File: src/rtl/serial_sub.sv
// rtl/serial_sub.sv - bit-serial a - b - bin, LSB first, one full-subtractor cell
// Optional signed-overflow output enabled by defining SERIAL_SUB_OVF_EN.
module serial_sub #(
  parameter int W = 8
) (
  input  logic         clk,
  input  logic         rst,
  input  logic         start,
  input  logic [W-1:0] a,
  input  logic [W-1:0] b,
  input  logic         bin,
  output logic         busy,
  output logic         done,
  output logic [W-1:0] diff,
  output logic         bout
`ifdef SERIAL_SUB_OVF_EN
  ,
  output logic         ovf
`endif
);

  localparam int CW = $clog2(W);

  typedef enum logic [1:0] {IDLE, SHIFT, DONE} state_t;

  state_t         state, state_d;
  logic [W-1:0]   a_sh, b_sh, r_sh;
  logic           borrow;
  logic [CW-1:0]  cnt;
  logic           last, accept;
  logic           x, y, br, d, bnext;

  assign x      = a_sh[0];
  assign y      = b_sh[0];
  assign br     = borrow;
  assign d      = x ^ y ^ br;
  assign bnext  = (~x & y) | (~(x ^ y) & br);
  assign last   = (cnt == CW'(W - 1));
  // start is honoured in IDLE and in the DONE cycle, never mid-operation
  assign accept = start && (state != SHIFT);

  always_comb begin
    state_d = state;
    busy    = 1'b0;
    done    = 1'b0;
    case (state)
      IDLE:  if (start) state_d = SHIFT;
      SHIFT: begin
        busy = 1'b1;
        if (last) state_d = DONE;
      end
      DONE: begin
        done    = 1'b1;
        state_d = start ? SHIFT : IDLE;
      end
      default: state_d = IDLE;
    endcase
  end

  always_ff @(posedge clk) begin
    if (rst) state <= IDLE;
    else     state <= state_d;
  end

`ifdef SERIAL_SUB_OVF_EN
  logic a_sgn, b_sgn;

  always_ff @(posedge clk) begin
    if (rst) begin
      a_sgn <= 1'b0;
      b_sgn <= 1'b0;
      ovf   <= 1'b0;
    end else if (accept) begin
      a_sgn <= a[W-1];
      b_sgn <= b[W-1];
    end else if (state == SHIFT && last) begin
      // d is the result sign bit on the final cycle
      ovf <= (a_sgn != b_sgn) && (d != a_sgn);
    end
  end
`endif

  always_ff @(posedge clk) begin
    if (rst) begin
      a_sh   <= '0;
      b_sh   <= '0;
      r_sh   <= '0;
      borrow <= 1'b0;
      cnt    <= '0;
      diff   <= '0;
      bout   <= 1'b0;
    end else if (accept) begin
      a_sh   <= a;
      b_sh   <= b;
      borrow <= bin;
      cnt    <= '0;
    end else if (state == SHIFT) begin
      a_sh   <= a_sh >> 1;
      b_sh   <= b_sh >> 1;
      r_sh   <= {d, r_sh[W-1:1]};
      borrow <= bnext;
      cnt    <= cnt + 1'b1;
      // diff is a separate register so partial results never leak out
      if (last) begin
        diff <= {d, r_sh[W-1:1]};
        bout <= bnext;
      end
    end
  end

endmodule
File: config.mk
export PLATFORM = sky130hd
export DESIGN_NAME = serial_sub
export DESIGN_NICKNAME = d
export VERILOG_FILES = /design/src/rtl/serial_sub.sv
export SDC_FILE = /design/constraint.sdc
export NUM_CORES = 1
export LEC_CHECK = 0
export ABC_AREA = 1
export CORE_UTILIZATION = 40
export CTS_BUF_LIST = sky130_fd_sc_hd__clkbuf_16
export DETAILED_ROUTE_END_ITERATION = 8
export PLACE_DENSITY = 0.65
export SKIP_LAST_GASP = 1
export SYNTH_ARGS = -nofsm -noshare
export SYNTH_HDL_FRONTEND = slang
export SYNTH_SLANG_ARGS = --single-unit
File: constraint.sdc
create_clock -name clk -period 2.5 [get_ports clk]
set_input_delay 0.5 -clock clk [delete_from_list [all_inputs] [get_ports clk]]
set_output_delay 0.5 -clock clk [all_outputs]
set_load 0.01 [all_outputs]
* Word level (Yosys, flattened, before mapping) *
Index checks and enable logic that the tools add are counted.

storage, ports and cells
  register bits = 39
  logic and storage cells = 42
  output and inout port bits = 11

cells by class
  bitwise gates (word level) = 8
  reductions and logical operators = 7
  equality and inequality tests = 6
  $add $sub $neg = 1
  muxes and demuxes = 12

operators with widths
  kind                                                                     number
  8-bit two-way mux                                                        4
  2-bit one-hot mux with 3 select lines                                    1
  1-bit two-way mux                                                        5
  2-bit two-way mux                                                        2
  2-bit inequality test, second input constant                             2
  2-bit AND reduction                                                      2
  3-bit by 1-bit adder with 3-bit output, second input constant            1
  3-bit == test, second input constant                                     1
  1-bit NOT                                                                3
  3-bit AND reduction                                                      1
  1-bit bitwise AND                                                        2
  2-bit by 1-bit == test with 1-bit output, second input constant          1
  2-bit == test, second input constant                                     1
  2-bit zero test                                                          1
  2-bit by 1-bit inequality test with 1-bit output, second input constant  1
  2-bit nonzero test                                                       1
  2-bit OR reduction                                                       1
  1-bit XOR                                                                2
  1-bit logical AND                                                        1
  1-bit bitwise OR                                                         1

* Longest topological paths before layout *
Gate-level depths: netlist of the first run.

  word-level depth = 6
  depth in mapped cells = 8

* Least setup slack after synthesis of the first run *
No wires, ideal clock.

  path kind = register to output
  start = reg state[0]
  end = out busy
  setup slack = 1224 ps
  path buffers = 1
  arrival time = 776 ps
  stages on the path, launching flop included = 4
  cells stage by stage = dfxtp_1 inv_1 nor2_4 buf_4

between the ends
  longest elaborated chain between the ends = 2

ends and longest elaborated chain
  element                                   RTL line  RTL
  start, declared                           26        state_t state, state_d;
  start signal, assigned                    62        else state <= state_d;
  2-bit by 1-bit == test with 1-bit output  46        case (state)
  1-bit two-way mux                         46
  end, declared                             12        output logic busy,

Every way passes these cells.

* Worst setup path after layout of the first run *
  start = reg state[1]
  end = out done

between the ends
  longest elaborated chain between the ends = 2

ends and longest elaborated chain
  element            RTL line  RTL
  2-bit == test      46
  1-bit two-way mux  46
  end, declared      13        output logic done,

Every way passes these cells.

==> flow_metrics.py, run 1 <==
metrics = {
    "synthesis": {
        "synth_nets": 247,
        "ys_seq_elements": 38,
        "syn_area_um2": 1630,
        "synth_seq_area_share": 0.466,
        "syn_avg_cell_area_um2": 7.29,
        "ys_types": 18,
        "synth_cells": 224,
        "yosysWarnings": 0,
    },
    "worst_setup_path": {
        "rrSetupSlack_ns": 0.99,
        "worst_r2r_startpoint": "state[1]",
        "cpLargestDelayFamily": "buffers and inverters",
        "path_cells": "inv_1 -> nor2_1 -> clkdlybuf4s50_1",
        "crit_arrival_ns": 1.39,
        "reg2reg_to": "borrow",
        "crit_buf_inv": 2,
        "worstSetupPathType": "flop to primary output",
        "crit_path_start_kind": "flop",
        "slowest_stage": "clkdlybuf4s50_1",
        "cp-end-kind": "primary output",
        "worst-path-max-fanout": 2,
        "slowest_delay_ns": 0.55,
        "ff2ff_path_depth": 7,
        "crit_required_ns": 2.00,
    },
    "drt": {
        "drtIter0Drc": 79,
        "ant_nets": 0,
        "routed_wl_um": 3300,
        "via_count": 1484,
        "first_pass_iters": 4,
        "viasPerCell": 4.91,
        "drc": 0,
        "wl_per_cell_um": 10.9,
    },
    "power_and_ir_drop": {
        "internal_power_mw": 1.07,
        "p_clk_frac": 0.417,
        "power.switching_mw": 0.328,
        "leakage_nw": 0.982,
        "p_comb_frac": 0.114,
        "power_frac_seq": 0.470,
        "power.density_nw_per_um2": 668,
        "ir_drop_v": 0.000401,
        "p_sw_frac": 0.235,
    },
    "die": {
        "core-area_um2": 3800,
        "fp-row-count": 22,
        "dieArea_um2": 4340,
        "start_util": 0.430,
        "die_w_um": 65.9,
        "io_pins": 31,
        "dieHeight_um": 65.9,
    },
    "sta": {
        "fmax_mhz": 529,
        "grt_setup_unrepaired": "false",
        "tns_ns": 0,
        "finalHoldViolCount": 0,
        "fin_crit_ns": 1.89,
        "max_slew.worst_pin.slew_ns": 0.543,
        "maxSlewViolCount": 0,
        "finalClockSkew_ns": 0.00458,
        "fin_ws_ns": 0.609,
        "final-setup-viol-count": 0,
        "slew_headroom": 0.637,
        "fin_crit_sh": 0.756,
    },
    "finish": {
        "syn_to_final_growth_pct": 27.6,
        "multi_input_area_um2": 703,
        "final_util": 0.549,
        "seq_area_um2": 761,
        "diodes": 0,
        "num-nets-final": 276,
        "fin_cells": 302,
        "post_route_cells_drive_above_1_share": 0.0512,
        "fillerInstances": 372,
    },
    "clocking": {
        "cts_setup_buffers": 0,
        "clock_path_buffers": 2,
        "holdBufCountCts": 0,
        "cts_tree": "yes",
        "htreeDepth": 2,
        "cts_resized": 0,
        "root_buffer": "clkbuf_16",
        "path_clk_slew_ns": 0.05,
        "insertion_delay_ns": 0.28,
        "cts_sinks": 38,
        "cts_buffers": 5,
    },
    "placement": {
        "gp_congestion": 0.739,
        "dp_hpwl_um": 2190,
        "port_buffers": 30,
        "place_ws_ns": 0.531,
        "dpl.cell_count": 294,
    },
    "global_routing": {
        "grt_pass1_wl_um": 5370,
        "grt.total_usage": 0.169,
        "grt_pass1_vias": 1166,
        "antenna_found_initial": 0,
        "overflow": 0,
        "grt_max_degree": 28,
    },
    "hold_path": {
        "hold_path.class": "flop to flop",
        "whs_path_depth": 2,
        "min_from": "b_sh[7]",
        "whs_endpoint": "b_sh[7]",
    },
    "outcome": {
        "status": "completed",
    },
    "job": {
        "cap_violations": 0,
    },
}
[worst register-to-register path, stage by stage (launching register included)]
cell and delay (ns):
dfxtp_1 0.37, inv_1 0.08, nand2_2 0.35, buf_4 0.32
nand3_1 0.11, nand3_1 0.10, nand2_1 0.05, inv_1 0.07
[per-stage QoR]
| stage | hold WS [ns] | total power [mW] | cell area (um2) |
|---|---|---|---|
| 2_1_floorplan | 0.433 | 0.772 | 1630 |
| 3_3_place_gp | 0.453 | 0.825 | 1950 |
| 3_5_place_dp | 0.456 | 0.825 | 1950 |
| 4_1_cts | 0.463 | 1.41 | 2080 |
| 5_1_grt | 0.487 | 1.46 | 2080 |
| 6_report | 0.459 | 1.39 | 2080 |
[layout make-up]
| class | instances | area share |
|---|---|---|
| flip-flops and latches | 38 | 0.365 |
| inverters | 25 | 0.0450 |
| multi-input cells | 149 | 0.337 |
| clock buffers | 5 | 0.0600 |
| clock inverters | 3 | 0.00540 |
| repair buffers | 34 | 0.158 |
| well taps | 48 | 0.0288 |
[power groups by stage]
stage / logic (mW) / registers [mW] / clock network, mW
2_1_floorplan: 0.110 / 0.663 / 0
3_3_place_gp: 0.159 / 0.666 / 0
3_5_place_dp: 0.158 / 0.667 / 0
4_1_cts: 0.160 / 0.654 / 0.596
5_1_grt: 0.176 / 0.658 / 0.627
6_report: 0.158 / 0.654 / 0.581
[layer usage]
layer,track usage,part of all wire,wire (um),vias to the layer above
met2,0.244,0.45,1470,37
met4,0.106,0.022,73,0
met1,0.222,0.49,1620,669
met3,0.0414,0.039,130,7
li1,-,-,-,771
met5,0,0,0,-
[cells in the mapped netlist (all sizes together)]
library cell / number / area, um2
xor2: 1 / 8.76
clkbuf: 1 / 3.75
nand2: 48 / 183
nor2: 27 / 116
ha: 2 / 25.0
fa: 1 / 20.0
o21ai: 13 / 65.1
inv: 25 / 93.8
a21oi: 5 / 25.0
dfxtp: 38 / 761
nand3: 52 / 260
buf: 11 / 72.6
[sequential cells by signal, summed over array words and instances (netlist names)]
register / flops
bout: 1
b_sh: 8
cnt: 3
r_sh: 7
diff: 8
borrow: 1
a_sh: 8
state: 2
[how the worst max path moves through the flow]
stage	endpoint	start	cells past startpoint
6_report	done	state[1]	3
5_1_grt	done	state[1]	3
4_1_cts	busy	state[0]	3
3_5_place_dp	r_sh[1]	rst	5
3_3_place_gp	r_sh[1]	rst	5
2_1_floorplan	busy	state[0]	3
[cells in the final DEF, fill, tap and decap left out]
cell type,n
ha_1,2
clkdlybuf4s50_1,30
nor2_1,25
xor2_1,1
o21ai_0,13
clkbuf_16,5
fa_1,1
clkinv_1,3
a21oi_1,5
nand3_1,52
nor2_4,2
dfxtp_1,38
nand2_2,1
inv_2,1
buf_4,4
nand2_1,47
inv_1,24
[cell families after synthesis]
family | Yosys count | share of synthesized area
buffers and inverters | 37 | 0.104
and+or+nand+nor | 127 | 0.342
DFF | 38 | 0.466
adders and majority gates | 3 | 0.0276
AOI/OAI and AO/OA | 18 | 0.0551
xor gates and xnor gates | 1 | 0.00536
(Power assumes the default switching activity.)
==> inputs of run 2 (changes only) <==
- PLACE_DENSITY: 0.65 -> 0.67
- clock period: 2.5 -> 1.7 ns (I/O delays scaled with it)
==> flow_metrics.py, run 2 (synthesis gave the netlist of run 1 again) <==
metrics = {
    "outcome": {
        "status": "completed",
    },
    "sta": {
        "finalClockSkew_ns": 0.00490,
        "max_slew.worst_pin.slew_ns": 0.411,
        "fmax_mhz": 668,
        "tns_ns": 0,
        "slew_headroom": 0.725,
        "finalHoldViolCount": 0,
        "fin_ws_ns": 0.203,
        "final-setup-viol-count": 0,
        "fin_crit_sh": 0.880,
        "fin_crit_ns": 1.50,
        "maxSlewViolCount": 0,
        "grt_setup_unrepaired": "false",
    },
    "clocking": {
        "root_buffer": "clkbuf_16",
        "htreeDepth": 2,
        "cts_buffers": 5,
        "cts_sinks": 38,
        "cts_tree": "yes",
        "holdBufCountCts": 0,
        "cts_setup_buffers": 0,
        "cts_resized": 2,
        "clock_path_buffers": 2,
        "insertion_delay_ns": 0.28,
        "path_clk_slew_ns": 0.05,
    },
    "power_and_ir_drop": {
        "p_sw_frac": 0.239,
        "power.switching_mw": 0.497,
        "power.density_nw_per_um2": 972,
        "internal_power_mw": 1.58,
        "ir_drop_v": 0.000752,
        "p_clk_frac": 0.418,
        "power_mw": 2.08,
        "p_comb_frac": 0.119,
        "leakage_nw": 1.03,
        "power_frac_seq": 0.463,
    },
    "drt": {
        "routed_wl_um": 3440,
        "first_pass_iters": 4,
        "drtIter0Drc": 84,
        "via_count": 1458,
        "viasPerCell": 4.72,
        "drc": 0,
        "ant_nets": 0,
        "wl_per_cell_um": 11.1,
    },
    "finish": {
        "syn_to_final_growth_pct": 30.7,
        "num-nets-final": 283,
        "final_util": 0.562,
        "reg_top3": "a_sh (8), b_sh (8), diff (8)",
        "diodes": 0,
        "fillerInstances": 372,
        "post_route_cells_drive_above_1_share": 0.0805,
        "layout_common_cells": "nand3_1 (52), nand2_1 (47), dfxtp_1 (38)",
        "final_common_cell": "nand3_1",
    },
    "die": {
        "start_util": 0.430,
        "io_pins": 31,
        "dieHeight_um": 65.9,
        "die_w_um": 65.9,
        "fp-row-count": 22,
        "dieArea_um2": 4340,
        "core-area_um2": 3800,
    },
    "global_routing": {
        "overflow": 0,
        "grt.total_usage": 0.176,
        "antenna_found_initial": 0,
        "grt_max_degree": 28,
        "grt_pass1_vias": 1242,
        "grt_pass1_wl_um": 5590,
    },
    "worst_setup_path": {
        "crit_buf_inv": 1,
        "slowest_stage": "clkdlybuf4s50_1",
        "path_cells": "clkdlybuf4s50_1",
        "slowest_delay_ns": 0.54,
        "worstSetupPathType": "flop to primary output",
        "cpLargestDelayFamily": "buffers and inverters",
        "crit_arrival_ns": 1.16,
        "cp-end-kind": "primary output",
        "crit_path_start_kind": "flop",
        "crit_required_ns": 1.36,
        "worst-path-max-fanout": 2,
    },
    "placement": {
        "port_buffers": 30,
        "place_ws_ns": 0.232,
        "gp_congestion": 0.756,
        "dp_hpwl_um": 2300,
    },
    "hold_path": {
        "hold_path.class": "flop to flop",
    },
    "job": {
        "cap_violations": 0,
    },
}
## run 2: final cells by class
| type | instances | area [um2] | share of cell area |
|---|---|---|---|
| Clock inverter | 3 | 12.5 | 0.00586 |
| Clock buffer | 5 | 125 | 0.0586 |
| Multi-Input combinational cell | 149 | 703 | 0.329 |
| Timing Repair Buffer | 41 | 380 | 0.178 |
| Tap cell | 48 | 60.1 | 0.0281 |
| Inverter | 25 | 93.8 | 0.0439 |
| Sequential cell | 38 | 761 | 0.356 |
## run 2: metal layers
| layer | GRT usage | wire length [um] | vias up |
|---|---|---|---|
| met5 | 0 | 0 | - |
| met4 | 0.114 | 96 | 0 |
| met3 | 0.0466 | 109 | 9 |
| met2 | 0.253 | 1510 | 23 |
| met1 | 0.229 | 1720 | 644 |
| li1 | - | - | 782 |
## run 2: through the flow
stage	instance area, um2	hold WS [ns]	cells
floorplan	1630	0.409	224
global placement	2000	0.449	301
detailed placement	2000	0.453	301
CTS	2140	0.461	309
global route	2140	0.481	309
finish	2140	0.461	309
## run 2: final timing paths
kind,startpoint,end,slack [ns],cells past startpoint
worst max-delay path,diff[6],diff[6],0.20,1
worst min-delay path,cnt[2],cnt[2],0.46,2
worst max register to register,state[1],a_sh[7],0.33,5
worst min register to register,cnt[2],cnt[2],0.46,2
## run 2: power groups by stage
stage	clock network, mW	registers (mW)	logic, mW
floorplan	0	0.975	0.161
global placement	0	0.979	0.246
detailed placement	0	0.980	0.249
CTS	0.883	0.962	0.249
global route	0.929	0.967	0.277
finish	0.868	0.962	0.247
## run 2: worst reg2reg max path, stage by stage (launching register included)
cell and delay, ns:
dfxtp_1 0.37, inv_1 0.08, nand2_2 0.32, buf_4 0.27
nand3_1 0.12, a21oi_1 0.15
